**config.mk**
```make
export PLATFORM = sky130hd
export DESIGN_NAME = hazard_ctrl
export DESIGN_NICKNAME = d
export VERILOG_FILES = /design/src/rtl/hazard_ctrl.sv
export SDC_FILE = /design/constraint.sdc
export NUM_CORES = 1
export LEC_CHECK = 0
export CAP_MARGIN = 20
export CORE_ASPECT_RATIO = 1.4
export CORE_MARGIN = 8
export CORE_UTILIZATION = 44
export CTS_CLUSTER_DIAMETER = 60
export DETAILED_ROUTE_END_ITERATION = 10
export PLACE_DENSITY_LB_ADDON = 0.05
export SETUP_SLACK_MARGIN = 0.05
export SYNTH_ARGS = -nofsm -noshare
export SYNTH_HDL_FRONTEND = slang
export SYNTH_SLANG_ARGS = --single-unit
```
**constraint.sdc**
```tcl
create_clock -name clk -period 3.4 [get_ports clk]
set_clock_uncertainty 0.15 [all_clocks]
set_input_delay 0.51 -clock clk [delete_from_list [all_inputs] [get_ports clk]]
set_output_delay 0.51 -clock clk [all_outputs]
set_load 0.05 [all_outputs]
```
**src/rtl/hazard_ctrl.sv**
```systemverilog
// Pipeline hazard controller: load-use stall insertion, branch/jump flush,
// and saturating performance counters for frozen and flushed cycles.
module hazard_ctrl #(
    parameter int unsigned REG_ADDR_WIDTH = 5,
    parameter int unsigned STALL_CYCLES   = 1
) (
    input  logic                      clk,
    input  logic                      reset,
    input  logic [6:0]                IF_ID_inst_opcode,
    input  logic [REG_ADDR_WIDTH-1:0] IF_ID_rs1,
    input  logic [REG_ADDR_WIDTH-1:0] IF_ID_rs2,
    input  logic [6:0]                ID_EX_inst_opcode,
    input  logic [REG_ADDR_WIDTH-1:0] ID_EX_rd,
    input  logic                      ID_EX_pc_sel,
    input  logic                      perf_clr,
    output logic                      pc_write_en,
    output logic                      IF_ID_write_en,
    output logic                      IF_ID_flush,
    output logic                      ctr_sel,
    output logic [15:0]               stall_count,
    output logic [15:0]               flush_count
);

    localparam logic [6:0] OpLoad   = 7'b0000011;
    localparam logic [6:0] OpReg    = 7'b0110011;
    localparam logic [6:0] OpStore  = 7'b0100011;
    localparam logic [6:0] OpBranch = 7'b1100011;

    // Frozen cycles beyond the detection cycle itself.
    localparam logic [1:0] StallInit = 2'(STALL_CYCLES - 1);

    typedef enum logic [0:0] {
        StRun,
        StStall
    } state_e;

    state_e      state_q, state_d;
    logic [1:0]  cnt_q, cnt_d;
    logic [15:0] stall_count_q, flush_count_q;

    logic uses_rs2;
    logic rs1_match;
    logic rs2_match;
    logic load_use;

    // rs2 is only a real source operand for R-type, store and branch formats.
    always_comb begin
        uses_rs2  = (IF_ID_inst_opcode == OpReg) ||
                    (IF_ID_inst_opcode == OpStore) ||
                    (IF_ID_inst_opcode == OpBranch);
        rs1_match = (ID_EX_rd == IF_ID_rs1);
        rs2_match = (ID_EX_rd == IF_ID_rs2) && uses_rs2;
        load_use  = (ID_EX_inst_opcode == OpLoad) &&
                    (ID_EX_rd != '0) &&
                    (rs1_match || rs2_match);
    end

    always_comb begin
        state_d        = state_q;
        cnt_d          = cnt_q;
        pc_write_en    = 1'b1;
        IF_ID_write_en = 1'b1;
        ctr_sel        = 1'b1;
        IF_ID_flush    = 1'b0;

        if (reset) begin
            pc_write_en    = 1'b0;
            IF_ID_write_en = 1'b0;
            ctr_sel        = 1'b0;
            state_d        = StRun;
            cnt_d          = 2'd0;
        end else if (ID_EX_pc_sel) begin
            // Redirect wins over everything, including an in-progress stall.
            IF_ID_flush = 1'b1;
            ctr_sel     = 1'b0;
            state_d     = StRun;
            cnt_d       = 2'd0;
        end else begin
            unique case (state_q)
                StRun: begin
                    if (load_use) begin
                        pc_write_en    = 1'b0;
                        IF_ID_write_en = 1'b0;
                        ctr_sel        = 1'b0;
                        state_d        = StStall;
                        cnt_d          = StallInit;
                    end
                end
                StStall: begin
                    if (cnt_q != 2'd0) begin
                        pc_write_en    = 1'b0;
                        IF_ID_write_en = 1'b0;
                        ctr_sel        = 1'b0;
                        cnt_d          = cnt_q - 2'd1;
                    end else begin
                        // Release cycle: detection stays masked so a dependent
                        // load cannot re-trigger on itself.
                        state_d = StRun;
                    end
                end
                default: begin
                    state_d = StRun;
                    cnt_d   = 2'd0;
                end
            endcase
        end
    end

    always_ff @(posedge clk) begin
        if (reset) begin
            state_q <= StRun;
            cnt_q   <= 2'd0;
        end else begin
            state_q <= state_d;
            cnt_q   <= cnt_d;
        end
    end

    always_ff @(posedge clk) begin
        if (reset || perf_clr) begin
            stall_count_q <= 16'd0;
            flush_count_q <= 16'd0;
        end else begin
            if (!pc_write_en && (stall_count_q != 16'hFFFF)) begin
                stall_count_q <= stall_count_q + 16'd1;
            end
            if (IF_ID_flush && (flush_count_q != 16'hFFFF)) begin
                flush_count_q <= flush_count_q + 16'd1;
            end
        end
    end

    assign stall_count = stall_count_q;
    assign flush_count = flush_count_q;

endmodule

```
# [Yosys cells after proc, flatten, opt, wreduce, memory -nomap -nowiden]
# Cells that the tools add are included.
# Widths: inputs -> output; s select.
[op_classes] muxes=15 eq_ne=10 n_mul=0 addsub=3 shifts=0 n_div=0 magnitude_cmp=0 bitwise_logic=1 reduce_logical=14
[ops] op="$add 16x1->16 const B" n=2
[ops] op="$ne 16x16->1 const B" n=2
[ops] op="$eq 7x6->1 const B" n=2
[ops] op="$eq 5x5->1" n=2
[ops] op="$mux 1" n=10
[ops] op="$eq 7x2->1 const B" n=1
[ops] op="$eq 7x7->1 const B" n=1
[ops] op="$logic_and 1x1->1" n=5
[ops] op="$reduce_bool 5->1" n=1
[ops] op="$logic_or 1x1->1" n=4
[ops] op="$mux 2" n=2
[ops] op="$pmux 1 s2" n=2
[ops] op="$pmux 2 s2" n=1
[ops] op="$ne 2x1->1 const B" n=1
[ops] op="$ne 2x2->1 const B" n=1
[ops] op="$reduce_and 2->1" n=1
[ops] op="$reduce_bool 2->1" n=1
[ops] op="$reduce_or 2->1" n=1
[ops] op="$sub 2x1->2 const B" n=1
[ops] op="$logic_not 1->1" n=1
[ops] op="$not 1->1" n=1
[totals] ff_bits=35 n_memories=0 output_inout_bits=36 latch_bits=0 mem_bits_ro=0 inputBits=33 ramBits=0 elab_cells=47

# [Logic depth before layout (Yosys ltp)]
[logic_depth] ltp_word=12 ltp_mapped=9 mapped_depth_nobuf=8

# [Worst setup path after synthesis]
# OpenSTA, ideal clock, no wires.
[synth_timing] kind="input to output" from="input ID_EX_rd[0]" to="output ctr_sel" cell_stages=4 n_path_buf=0 t_arrival_ns=2.633 path_slack_ns=0.107 required_ns=2.740 path_cell_list="or4_1 o211ai_1 o21a_1 nor3b_1"
[synth_via] elab_chain_cells=8 word_cells_on_any_way=11 classes_between="eq/ne (2); mux (4); reduce/logical (5)"
[synth_lines] element="start: declaration" line_no="13" text="input logic [REG_ADDR_WIDTH-1:0] ID_EX_rd,"
[synth_lines] element="$eq 5x5->1" line_no="52" text="rs2_match = (ID_EX_rd == IF_ID_rs2) && uses_rs2;"
[synth_lines] element="$logic_and 1x1->1" line_no="52"
[synth_lines] element="$logic_or 1x1->1" line_no="55" text="(rs1_match || rs2_match);"
[synth_lines] element="$logic_and 1x1->1 *" line_no="54" text="(ID_EX_rd != '0) &&"
[synth_lines] element="$mux 1 *" line_no="81" text="if (load_use) begin"
[synth_lines] element="$pmux 1 s2 *" line_no="79" text="unique case (state_q)"
[synth_lines] element="$mux 1 *" line_no="72" text="end else if (ID_EX_pc_sel) begin"
[synth_lines] element="$mux 1 *" line_no="66" text="if (reset) begin"
[synth_lines] element="end: declaration" line_no="19" text="output logic ctr_sel,"
# Mark *: on every way between the ends. The rest lies on a longest branch, timed or not.

# [Final worst setup path]
# Same ends and word-level chain as after synthesis.

==> flow_summary.json <==
{
  "cp.arrival_ns": 2.58,
  "path_class": "primary input to output pin",
  "synthesis.area_sq_um": 1830,
  "start_util_pct": 46.3,
  "intPower_uw": 649,
  "ant_nets": 0,
  "yosysSeqAreaShare_pct": 38.3,
  "layout_common_cells": "clkdlybuf4s50_1 (65), nor2_1 (35), dfxtp_1 (35), nand2_1 (22)",
  "swShare_pct": 23.8,
  "drc": 0,
  "antenna_found_initial": 0,
  "drtIter0Drc": 97,
  "fin_crit_ns": 3.24,
  "num_vias": 1857,
  "coreArea_sq_um": 3950,
  "p_clk_share_pct": 39.9,
  "p_leak_nw": 0.935,
  "grt_pass1_wl_um": 8290,
  "fmax_mhz": 309,
  "p_per_area_nw_per_um2": 315,
  "grt_pass1_vias": 1786,
  "cts_max_level": 2,
  "final_common_cell": "clkdlybuf4s50_1",
  "final_cells": 342,
  "outcome": "completed",
  "startpoint": "ID_EX_rd[0]",
  "combPwrFrac_pct": 11.7,
  "timing.rr.end": "stall_count[0]$_SDFFE_PP0P_",
  "netlist_instances": 223,
  "reg2reg_slack_ns": 0.81,
  "fin_ws_ns": 0.159,
  "clk_pin_slew_ns": 0.06,
  "syn_nets": 259,
  "die_h_um": 92.3,
  "synthDistinctLibCells": 41,
  "maxSlewViolCount": 0,
  "ios": 69,
  "rsz0062_at_grt": "false",
  "cts-root-buf": "clkbuf_8",
  "insertion_delay_ns": 0.30,
  "dp.cells": 334,
  "areaGrowthSynthToFinish_pct": 47.6,
  "seq_power_share_pct": 48.4,
  "cp-start-kind": "primary input",
  "path_max_fanout": 3,
  "totalPowerFinal_uw": 852,
  "die_area_sq_um": 6510,
  "hold_class": "flop to flop",
  "grt_max_degree": 32,
  "diodes": 0,
  "hold_viol": 0,
  "cp-end-kind": "output pin",
  "post-place-ws_ns": 0.0384,
  "nNetsFinal": 334,
  "yosys_warnings": 0,
  "layout-drive-gt1-share_pct": 8.36,
  "routed_wl_um": 5090,
  "worstPathRequired_ns": 2.74,
  "grt_usage_pct": 15.2,
  "fp-row-count": 27,
  "drt_first_pass_iters": 4,
  "portBuffers": 68,
  "period_share_pct": 95.3,
  "ys_ff_latch": 35,
  "met2_usage_pct": 25.8,
  "cts_tree": "built",
  "slew_headroom_pct": 59.1,
  "drv_cap": 0,
  "overflow": 0,
  "finalSetupViolations": 0,
  "cts_sinks": 35,
  "critical_path.reg2reg.startpoint": "stall_count[6]$_SDFFE_PP0P_",
  "crit_path_end": "ctr_sel",
  "numCtsBuffers": 5,
  "grtUsageMet1_pct": 17.0,
  "reg2regPathDepth": 8,
  "p_switching_uw": 202,
  "fp.dieW_um": 70.5,
  "gp_congestion": 0.831,
  "irDropWorstVdd_mv": 0.258,
  "grt-busiest-layer": "met2",
  "syn_area_per_cell_sq_um": 8.21,
  "wl_per_cell_um": 14.9,
  "worst_slew_pin_slew_ns": 0.613,
  "finalSetupTns_ns": 0,
  "via_per_inst": 5.43,
  "grt_use_met3_pct": 4.91,
  "cts-hold-fix-buffers": 0,
  "hpwl_um": 3850,
  "clockBufferDepth": 2
}
-- power groups by stage --
stage	Clock (mW)	Combinational [mW]	Sequential (mW)
floorplan	0	0.0402	0.426
global placement	0	0.0983	0.422
detailed placement	0	0.0991	0.422
CTS	0.346	0.0996	0.412
global route	0.364	0.107	0.412
finish	0.340	0.0994	0.412
-- worst min-delay path by stage --
stage                     cells past startpoint                            to                         start  slack, ns
after detailed placement                      2  flush_count[14]$_SDFFE_PP0P_  flush_count[14]$_SDFFE_PP0P_       0.33
after global placement                        2  flush_count[14]$_SDFFE_PP0P_  flush_count[14]$_SDFFE_PP0P_       0.33
final                                         2  flush_count[14]$_SDFFE_PP0P_  flush_count[14]$_SDFFE_PP0P_       0.34
after CTS                                     2  flush_count[14]$_SDFFE_PP0P_  flush_count[14]$_SDFFE_PP0P_       0.35
after global routing                          2   stall_count[1]$_SDFFE_PP0P_   stall_count[1]$_SDFFE_PP0P_       0.37
after floorplan                               2         cnt_q[1]$_SDFFE_PP0P_         cnt_q[1]$_SDFFE_PP0P_       0.34
-- synth_stat cells --
cell type,n,area [sq um]
a2111o_1,1,11.3
a2111oi_0,1,8.76
a211oi_1,1,7.51
a211oi_2,1,12.5
a21boi_0,1,7.51
a21oi_1,16,80.1
a31o_2,4,35.0
a31oi_1,1,6.26
a41o_1,1,10.0
a41oi_1,1,8.76
and2_0,1,6.26
and2_1,1,6.26
and3_1,3,18.8
and4_1,3,26.3
buf_1,1,3.75
buf_4,1,7.51
clkbuf_1,5,18.8
dfxtp_1,35,701
ha_1,3,37.5
inv_1,7,26.3
mux2i_1,2,20.0
nand2_1,22,82.6
nand2b_1,1,6.26
nand3_1,9,45.0
nand4_1,9,56.3
nor2_1,35,131
nor2b_1,1,6.26
nor3_1,6,30.0
nor3b_1,2,15.0
nor4_1,1,6.26
nor4b_1,2,17.5
o211ai_1,1,7.51
o21a_1,1,7.51
o21bai_1,1,7.51
o31ai_1,5,37.5
o41ai_1,1,8.76
or2_2,1,6.26
or3_1,1,6.26
or4_1,4,30.0
xnor2_1,14,123
xor2_1,16,140
-- repair_timing --
action / 4_1_cts / 5_1_grt
endpoints found under the hold margin: 0 / 0
setup buffers: 0 / 0
setup endpoints to repair: 0 / 2
resized for setup: 0 / 1
-- through the flow --
stage          hold WS [ns]  area [sq um]  utilization [%]
6_report              0.340          2700             68.3
5_1_grt               0.370          2700             68.3
4_1_cts               0.345          2700             68.2
3_5_place_dp          0.335          2590             65.6
3_3_place_gp          0.328          2590             65.6
2_1_floorplan         0.341          1830                -
-- critical path, cell delays in order --
cell	delay, ns
clkdlybuf4s50_1	0.46
or4_1	0.55
o211ai_1	0.32
o21a_1	0.20
nor3b_1	0.34
buf_12	0.19
-- layout make-up --
cell class | instances | area (sq um)
Inverter | 7 | 26.3
Clock buffer | 7 | 96.3
Sequential cell | 35 | 701
Multi-Input combinational cell | 174 | 1080
Clock inverter | 1 | 7.51
Timing Repair Buffer | 75 | 738
Fill cell | 339 | 1250
Tap cell | 43 | 53.8
-- flip-flops by register name (all words and copies together) (netlist names) --
register and flops:
cnt_q 2, flush_count 16, stall_count 16, state_q 1
-- logic make-up after synthesis --
logic type	after synthesis	synth area share, %
XOR/XNOR	30	14.4
multiplexers	2	1.09
AO/OA/AOI/OAI	37	14.0
flip-flops	35	38.3
AND/OR/NAND/NOR	102	27.1
buffers and inverters	14	3.08
adder cells (fa/ha/maj)	3	2.05
-- metal layers --
metal	part of all wire, %	up-vias	routed length [um]
li1	-	938	-
met1	45	859	2280
met2	48	51	2450
met3	5.6	9	283
met4	1.5	0	78
met5	0	-	0
Power figures use the tool's default switching activity.
